<file path="src/rtl/tik_sched.sv">
// tik_sched: timestep scheduler that paces the tik pulse to a minimum period and waits for downstream idle.
// Optional WAIT watchdog (parameter WDT_W, output wdt_timeout) is enabled by defining TIK_SCHED_WDT_EN.
module tik_sched #(
  parameter int TW     = 16,
  parameter int PW     = 16,
  parameter int TIK_HI = 4
`ifdef TIK_SCHED_WDT_EN
  , parameter int WDT_W = 20
`endif
) (
  input  logic          clk,
  input  logic          rst_n,
  input  logic          run_start,
  input  logic          run_stop,
  input  logic [TW-1:0] step_num,
  input  logic [PW-1:0] period,
  input  logic          work_config_busy,
  input  logic          spk_route_busy,
  output logic          tik,
  output logic          sched_busy,
  output logic [TW-1:0] step_cnt,
  output logic          run_done,
  output logic          overrun,
  output logic [1:0]    state_dbg
`ifdef TIK_SCHED_WDT_EN
  , output logic        wdt_timeout
`endif
);

  typedef enum logic [1:0] {
    IDLE   = 2'd0,
    TIKH   = 2'd1,
    SETTLE = 2'd2,
    WAIT   = 2'd3
  } state_t;

  localparam int CW = $clog2(TIK_HI + 4);
  localparam logic [CW-1:0] HI_LAST  = CW'(TIK_HI - 1);
  localparam logic [CW-1:0] SET_LAST = CW'(3);

  state_t        state, state_nx;
  logic [CW-1:0] sub_cnt;
  logic [PW-1:0] per_cnt;
  logic [PW-1:0] period_q;
  logic [PW-1:0] thr;
  logic [TW-1:0] step_num_q;
  logic [TW-1:0] step_inc;
  logic          stop_req;
  logic          any_busy;
  logic          per_ok;
  logic          wait_ok;
  logic          end_run;
  logic          wdt_fire;
  logic          start_ok;
  logic          tik_nx, busy_nx, done_nx;

  // A programmed period of 0 behaves like 1: the threshold bottoms out at 0.
  assign thr      = (period_q == '0) ? '0 : period_q - PW'(1);
  assign per_ok   = (per_cnt >= thr);
  assign any_busy = work_config_busy | spk_route_busy;
  assign wait_ok  = per_ok & ~any_busy;
  assign step_inc = step_cnt + TW'(1);
  assign end_run  = stop_req | run_stop | ((step_num_q != '0) && (step_inc == step_num_q));
  assign start_ok = (state == IDLE) && run_start;
  assign state_dbg = state;

`ifdef TIK_SCHED_WDT_EN
  logic [WDT_W-1:0] wdt_cnt;
  // Fires on the busy WAIT cycle that would take the counter to all-ones.
  assign wdt_fire = (state == WAIT) && any_busy && (wdt_cnt == {{(WDT_W-1){1'b1}}, 1'b0});
`else
  assign wdt_fire = 1'b0;
`endif

  // State register
  always_ff @(posedge clk) begin
    if (!rst_n) state <= IDLE;
    else        state <= state_nx;
  end

  // Next-state logic
  always_comb begin
    state_nx = state;
    case (state)
      IDLE:    if (run_start) state_nx = TIKH;
      TIKH:    if (sub_cnt == HI_LAST) state_nx = SETTLE;
      SETTLE:  if (sub_cnt == SET_LAST) state_nx = WAIT;
      WAIT: begin
        if (wait_ok)       state_nx = end_run ? IDLE : TIKH;
        else if (wdt_fire) state_nx = IDLE;
      end
      default: state_nx = IDLE;
    endcase
  end

  // Output logic, registered below so every output comes straight from a flop
  always_comb begin
    tik_nx  = (state_nx == TIKH);
    busy_nx = (state_nx != IDLE);
    done_nx = (state != IDLE) && (state_nx == IDLE);
  end

  always_ff @(posedge clk) begin
    if (!rst_n) begin
      tik        <= 1'b0;
      sched_busy <= 1'b0;
      run_done   <= 1'b0;
    end else begin
      tik        <= tik_nx;
      sched_busy <= busy_nx;
      run_done   <= done_nx;
    end
  end

  always_ff @(posedge clk) begin
    if (!rst_n) begin
      sub_cnt    <= '0;
      per_cnt    <= '0;
      period_q   <= '0;
      step_num_q <= '0;
      step_cnt   <= '0;
      overrun    <= 1'b0;
      stop_req   <= 1'b0;
    end else begin
      sub_cnt <= (state_nx != state) ? '0 : sub_cnt + CW'(1);

      // Period measured from each tik rising edge, saturating on very long waits.
      if ((state_nx == TIKH) && (state != TIKH)) per_cnt <= '0;
      else if (per_cnt != '1)                    per_cnt <= per_cnt + PW'(1);

      if (start_ok) begin
        period_q   <= period;
        step_num_q <= step_num;
      end

      if (start_ok)                     step_cnt <= '0;
      else if ((state == WAIT) && wait_ok) step_cnt <= step_inc;

      if (start_ok)                                        overrun <= 1'b0;
      else if ((state == WAIT) && per_ok && any_busy)      overrun <= 1'b1;

      if (state_nx == IDLE)                      stop_req <= 1'b0;
      else if (run_stop && (state != IDLE))      stop_req <= 1'b1;
    end
  end

`ifdef TIK_SCHED_WDT_EN
  always_ff @(posedge clk) begin
    if (!rst_n) begin
      wdt_cnt     <= '0;
      wdt_timeout <= 1'b0;
    end else begin
      if ((state_nx == WAIT) && (state != WAIT)) wdt_cnt <= '0;
      else if ((state == WAIT) && any_busy)      wdt_cnt <= wdt_cnt + WDT_W'(1);

      if (start_ok)      wdt_timeout <= 1'b0;
      else if (wdt_fire) wdt_timeout <= 1'b1;
    end
  end
`endif

endmodule

</file>
<file path="config.mk">
export PLATFORM = sky130hd
export DESIGN_NAME = tik_sched
export DESIGN_NICKNAME = d
export VERILOG_FILES = /design/src/rtl/tik_sched.sv
export SDC_FILE = /design/constraint.sdc
export NUM_CORES = 1
export LEC_CHECK = 0
export BUFFER_PORTS_ARGS = -buffer_cell sky130_fd_sc_hd__buf_2
export CAP_MARGIN = 20
export CORE_MARGIN = 2
export CORE_UTILIZATION = 52
export DETAILED_ROUTE_END_ITERATION = 8
export PLACE_DENSITY = 0.76
export REMOVE_ABC_BUFFERS = 1
export SYNTH_ARGS = -nofsm -noshare
export SYNTH_HDL_FRONTEND = slang
export SYNTH_SLANG_ARGS = --single-unit
</file>
<file path="constraint.sdc">
create_clock -name clk -period 4.1 [get_ports clk]
set_input_delay 0.41 -clock clk [delete_from_list [all_inputs] [get_ports clk]]
set_output_delay 0.41 -clock clk [all_outputs]
set_load 0.05 [all_outputs]
</file>
== Word-level counts from Yosys, hierarchy flattened ==
Index checks and enable logic that the tools add are counted.

* Bits of input ports: 38
* Logic and storage cells: 56
* Register bits: 74
* Output and inout bits: 22

* $lt $le $gt $ge: 1
* Reductions and logical operators: 18
* Bitwise logic cells: 6
* Add/subtract/negate cells: 4
* Equal/unequal tests: 9
* Mux-type cells: 7

{| class="wikitable"
|+ Operators with widths
! cell !! count
|-
| $add A16 B1 Y16 const B || 2
|-
| $eq A16 B16 Y1 || 1
|-
| $ge A16 B16 Y1 || 1
|-
| $logic_not A16 Y1 || 1
|-
| $mux W16 || 1
|-
| $ne A16 B16 Y1 const B || 1
|-
| $reduce_bool A16 Y1 || 1
|-
| $sub A16 B1 Y16 const B || 1
|-
| $logic_and A1 B1 Y1 || 8
|-
| $mux W2 || 4
|-
| $pmux W2 S4 || 1
|-
| $reduce_or A2 Y1 || 4
|-
| $eq A2 B1 Y1 const B || 2
|-
| $eq A2 B2 Y1 const B || 2
|-
| $logic_not A2 Y1 || 2
|-
| $reduce_bool A2 Y1 || 2
|-
| $add A3 B1 Y3 const B || 1
|-
| $eq A3 B2 Y1 const B || 1
|-
| $or A1 B1 Y1 || 3
|-
| $ne A2 B1 Y1 const B || 1
|-
| $ne A2 B2 Y1 || 1
|-
| $not A1 Y1 || 2
|-
| $and A1 B1 Y1 || 1
|-
| $mux W1 || 1
|}

== Longest topological paths before layout ==
* Depth after elaboration: 10
* Gate-level depth with buffers: 17
* Mapped depth without buffers: 14

== Worst setup path after synthesis ==
Ideal clock, no wire load.

* Path type: reg-to-reg
* From: register period_q[6]
* To: register sub_cnt[0]
* Arrival time: 3,747 ps
* Required time: 4,020 ps
* Clock period less this slack: 3,827 ps
* Library setup time: 80 ps
* Path slack: 273 ps
* Stages on the path, launching flop included: 17
* Buffers on the path: 2
* Cells stage by stage: dfxtp_1 > or4_1 > nor4_1 > nand2b_1 > nor2_1 > nand4b_1 > and2_1 > ha_1 > nand2b_1 > a211oi_1 > o21ai_0 > a211o_1 > nand3_1 > clkbuf_1 > clkbuf_1 > nand2_1 > nor3b_1

* Word-level cells in the longest chain between the ends: 8
* Elaborated cells on any way between the ends: 9
* Those cells by class: add/sub: 1; order compare: 1; eq/ne: 1; mux: 3; bitwise: 1; reduce/logical: 2

{| class="wikitable"
|+ RTL lines
! what !! RTL line !! RTL
|-
| start, declared || 44 || <nowiki>logic [PW-1:0] period_q;</nowiki>
|-
| start signal, assigned || 132 || <nowiki>period_q <= period;</nowiki>
|-
| $sub A16 B1 Y16 / $logic_not A16 Y1 (equally long branches) || 58 || <nowiki>assign thr = (period_q == '0) ? '0 : period_q - PW'(1);</nowiki>
|-
| $mux W16 (*) || 58 ||
|-
| $ge A16 B16 Y1 (*) || 59 || <nowiki>assign per_ok = (per_cnt >= thr);</nowiki>
|-
| $and A1 B1 Y1 (*) || 61 || <nowiki>assign wait_ok = per_ok & ~any_busy;</nowiki>
|-
| $mux W2 (*) || 89 || <nowiki>if (wait_ok) state_nx = end_run ? IDLE : TIKH;</nowiki>
|-
| $pmux W2 S4 (*) || 84 || <nowiki>case (state)</nowiki>
|-
| $ne A2 B2 Y1 (*) || 125 || <nowiki>sub_cnt <= (state_nx != state) ? '0 : sub_cnt + CW'(1);</nowiki>
|-
| $reduce_or A2 Y1 (no line) (*) || -- ||
|-
| end signal, assigned || 125 ||
|-
| end, declared || 42 || <nowiki>logic [CW-1:0] sub_cnt;</nowiki>
|}

Every way passes the cells marked *; elsewhere a longest branch is shown, timed or not.
A chain may end at the register's enable or synchronous reset.

== Worst setup path in the final report ==
* From: register period_q[6]
* To: register step_cnt[12]

* Word-level cells in the longest chain between the ends: 5
* Elaborated cells on any way between the ends: 6
* Those cells by class: add/sub: 1; order compare: 1; mux: 1; bitwise: 1; reduce/logical: 2

{| class="wikitable"
|+ RTL lines
! what !! RTL line !! RTL
|-
| $sub A16 B1 Y16 / $logic_not A16 Y1 (equally long branches) || 58 ||
|-
| $mux W16 (*) || 58 ||
|-
| $ge A16 B16 Y1 (*) || 59 ||
|-
| $and A1 B1 Y1 (*) || 61 ||
|-
| $logic_and A1 B1 Y1 (*) || 137 || <nowiki>else if ((state == WAIT) && wait_ok) step_cnt <= step_inc;</nowiki>
|-
| end signal, assigned || 137 ||
|-
| end, declared || 21 || <nowiki>output logic [TW-1:0] step_cnt,</nowiki>
|}

Marks and branches as above.

==> results.ini <==
[synth]
syn_area_mm2 = 0.00436
ys_types = 55
synthesis.instances = 539
synth.avg_cell_area_um2 = 8.09
seq_area_frac_synth_pct = 34.0
synth_top_flop_cell = dfxtp_1
synthArstFlopShare_pct = 0
ys_warn_count = 0
yosys_register_bits = 74
synth-edff-count = 0

[cts]
clockBufferDepth = 2
hold_buffers = 0
cts_made_buffers = 9
cts-root-buf = clkbuf_8
insertion_delay_ns = 0.34
path_clk_slew_ns = 0.08
h-tree-depth = 3
numClockSinks = 74
cts_tree = done

[finish]
n_fill_cell = 746
seqCellArea_mm2 = 0.00148
diodes = 0
fin_util_pct = 60.5
layout-drive-gt1-share_pct = 18.5
area_growth_pct = 13.5
multi_input_area_mm2 = 0.00273
finalNetCount = 650

[floorplan]
dieWidth_um = 95.6
die_height_um = 95.6
die-area_mm2 = 0.00913
io_pins = 60
rows = 33
core_area_mm2 = 0.00818
initial_core_util_pct = 53.3

[worst_setup_path]
reg2regPathDepth = 16
crit_type = reg -> reg
cp_max_fo = 14
worstPathRequired_ns = 4.37
startpoint_type = register
r2r_setup_slack_ns = 0.38
r2r_end = step_cnt[12]
critPathArrivalTime_ns = 3.99
worstReg2RegStart = period_q[6]
crit_path_end_kind = register

[global_routing]
grt_first_pass_wirelength_um = 16800
grt_use_total_pct = 23.2
grt_max_degree = 52
overflow = 0
antenna_found_initial = 0
grt_pass1_vias = 3702

[detailed_routing]
drt-total-wl_um = 10200
dr_wl_met2_um = 5090
met1Wirelength_um = 4420
vias = 3986
top_layer = met4
wire_per_inst_um = 14.5
detail-route-antenna-nets = 0
route.met3.wl_um = 469
drcViolationCount = 0
post_drt_via_cell_ratio = 5.69
drtIter0Drc = 208
firstDrtPassIters = 6

[min_path]
worstHoldStart = step_num[8]
hold_class = in -> reg
holdPathEnd = step_num_q[8]
min_path_cells = 3

[sta]
fin_crit_ns = 3.72
setup_viol = 0
maxSlewHeadroom_pct = 42.6
tightest_slew_ns = 0.860
hold_slack_ns = 0.298
finalCritPeriodShare_pct = 90.8
rsz0062_at_grt = no
drv_slew = 0
finClkSkew_ns = 0.00793
finalHoldViolations = 0
max_freq_mhz = 269

[outcome]
status = finished, final reports clean

[power_and_ir_drop]
ir_drop_v = 0.000216
total_power_w = 0.00185
p_leak_nw = 1.99
power_density_mw_per_mm2 = 373

[flow_run]
drv_cap = 0

[placed_design]
port_buffers = 59
dpl.hpwl_um = 7540
gp_congestion = 0.839

-- cells in the final DEF, fill, tap and decap left out, types with 4 or more instances in the layout --
cell / Yosys / routed
a21oi_1: 55 / 55
buf_2: 4 / 59
or4_1: 5 / 5
ha_1: 22 / 22
nand4_1: 6 / 6
a211oi_1: 6 / 6
nand2_1: 107 / 107
o31ai_1: 6 / 6
dfxtp_1: 74 / 74
nand3_1: 17 / 16
nor3_1: 10 / 10
nand2b_1: 4 / 4
nor4_1: 18 / 17
o21ai_0: 19 / 19
and4_1: 5 / 5
inv_1: 11 / 11
or3_1: 6 / 6
xnor2_1: 28 / 28
and3_1: 5 / 5
nor2b_1: 4 / 4
nor2_1: 32 / 32
clkbuf_8: 0 / 11
xor2_1: 15 / 15
nor4_2: 11 / 12
buf_4: 0 / 7
mux2i_1: 6 / 6
-- layout make-up --
cell class                 instances  area share, %
clock buffer                      14           3.29
tap                              105           2.65
clock inverter                     2          0.708
sequential                        74           29.9
timing repair buffer              67           7.43
inverter                          11          0.834
multi-input combinational        427           55.1
-- critical path, stage by stage, from the launching register on --
cell	delay (ns)
dfxtp_1	0.36
or4_1	0.62
nor4_2	0.21
nand2b_1	0.11
nor2_1	0.13
nand4b_1	0.13
buf_4	0.21
nand2_1	0.09
ha_1	0.16
o21ai_0	0.10
o21ai_0	0.15
a21oi_1	0.08
nor2_1	0.22
nand3_2	0.17
buf_4	0.22
or4_2	0.54
a21oi_1	0.15
-- cells by family after synthesis --
| family | synth area share, % |
|---|---|
| xor gates and xnor gates | 9.01 |
| adders and majority gates | 6.31 |
| and+or+nand+nor | 30.5 |
| DFF | 34.0 |
| muxes | 1.64 |
| AOI/OAI and AO/OA | 14.9 |
| buffers and inverters | 3.73 |
-- power breakdown --
group	total (W)	internal (W)	leakage, nW	switching [W]
Sequential	0.000807	0.000761	0.603	0.0000462
Combinational	0.000470	0.000189	1.28	0.000280
Clock	0.000569	0.000315	0.101	0.000255
-- flip-flops by register name, indices dropped and copies added, names as in the netlist, 2 cells and up --
name,cells
step_cnt,16
per_cnt,16
state_dbg,2
sub_cnt,3
step_num_q,16
period_q,16
-- Yosys cell counts (all sizes together), types with 2 or more instances --
cell / number / area (µm²)
nor2b: 4 / 25.0
nor3: 10 / 50.1
a21oi: 55 / 275
or2: 2 / 12.5
buf: 8 / 50.1
nor2: 32 / 120
o21ai: 19 / 95.1
and3: 5 / 31.3
a31oi: 2 / 12.5
ha: 22 / 275
nand3: 17 / 85.1
nand2: 107 / 402
clkbuf: 19 / 71.3
o31ai: 6 / 45.0
a2111oi: 3 / 51.3
nor4: 29 / 250
or3: 6 / 37.5
and2: 4 / 25.0
nand4: 8 / 80.1
and4: 6 / 53.8
a211oi: 7 / 57.6
nand2b: 4 / 25.0
nand3b: 3 / 22.5
a41o: 2 / 21.3
nor3b: 3 / 22.5
a2bb2oi: 2 / 17.5
a211o: 2 / 18.8
xnor2: 28 / 245
or4: 8 / 63.8
xor2: 16 / 148
mux2i: 6 / 60.1
inv: 11 / 41.3
dfxtp: 74 / 1480
-- worst max-delay path by stage --
stage	startpoint	end	slack [ns]
2_1_floorplan	period_q[6]	per_cnt[2]	-0.32
3_3_place_gp	period_q[6]	step_cnt[10]	0.40
3_5_place_dp	period_q[6]	step_cnt[12]	0.29
4_1_cts	period_q[6]	step_cnt[12]	0.27
5_1_grt	period_q[6]	step_cnt[12]	0.02
6_report	period_q[6]	step_cnt[12]	0.38
-- stage by stage --
step	setup WS (ns)	area, µm²	setup TNS, ns	std cells
2_1_floorplan	-0.318	4240	-4.93	512
3_5_place_dp	0.290	4720	0	683
4_1_cts	0.273	4920	0	699
5_1_grt	0.0177	4950	0	700
3_3_place_gp	0.396	4720	0	683
6_report	0.376	4950	0	700
-- per-layer routing --
layer,track usage [%],vias up
li1,-,2012
met1,27.3,1845
met2,41.1,109
met3,5.06,20
met4,8.69,0
met5,0,-
-- timing repair --
action / in CTS / in global routing
setup buffers: 0 / 0
gates resized for setup: 0 / 2
endpoints found under the setup margin: 0 / 18
No activity file was read; power rests on OpenSTA's default activity.
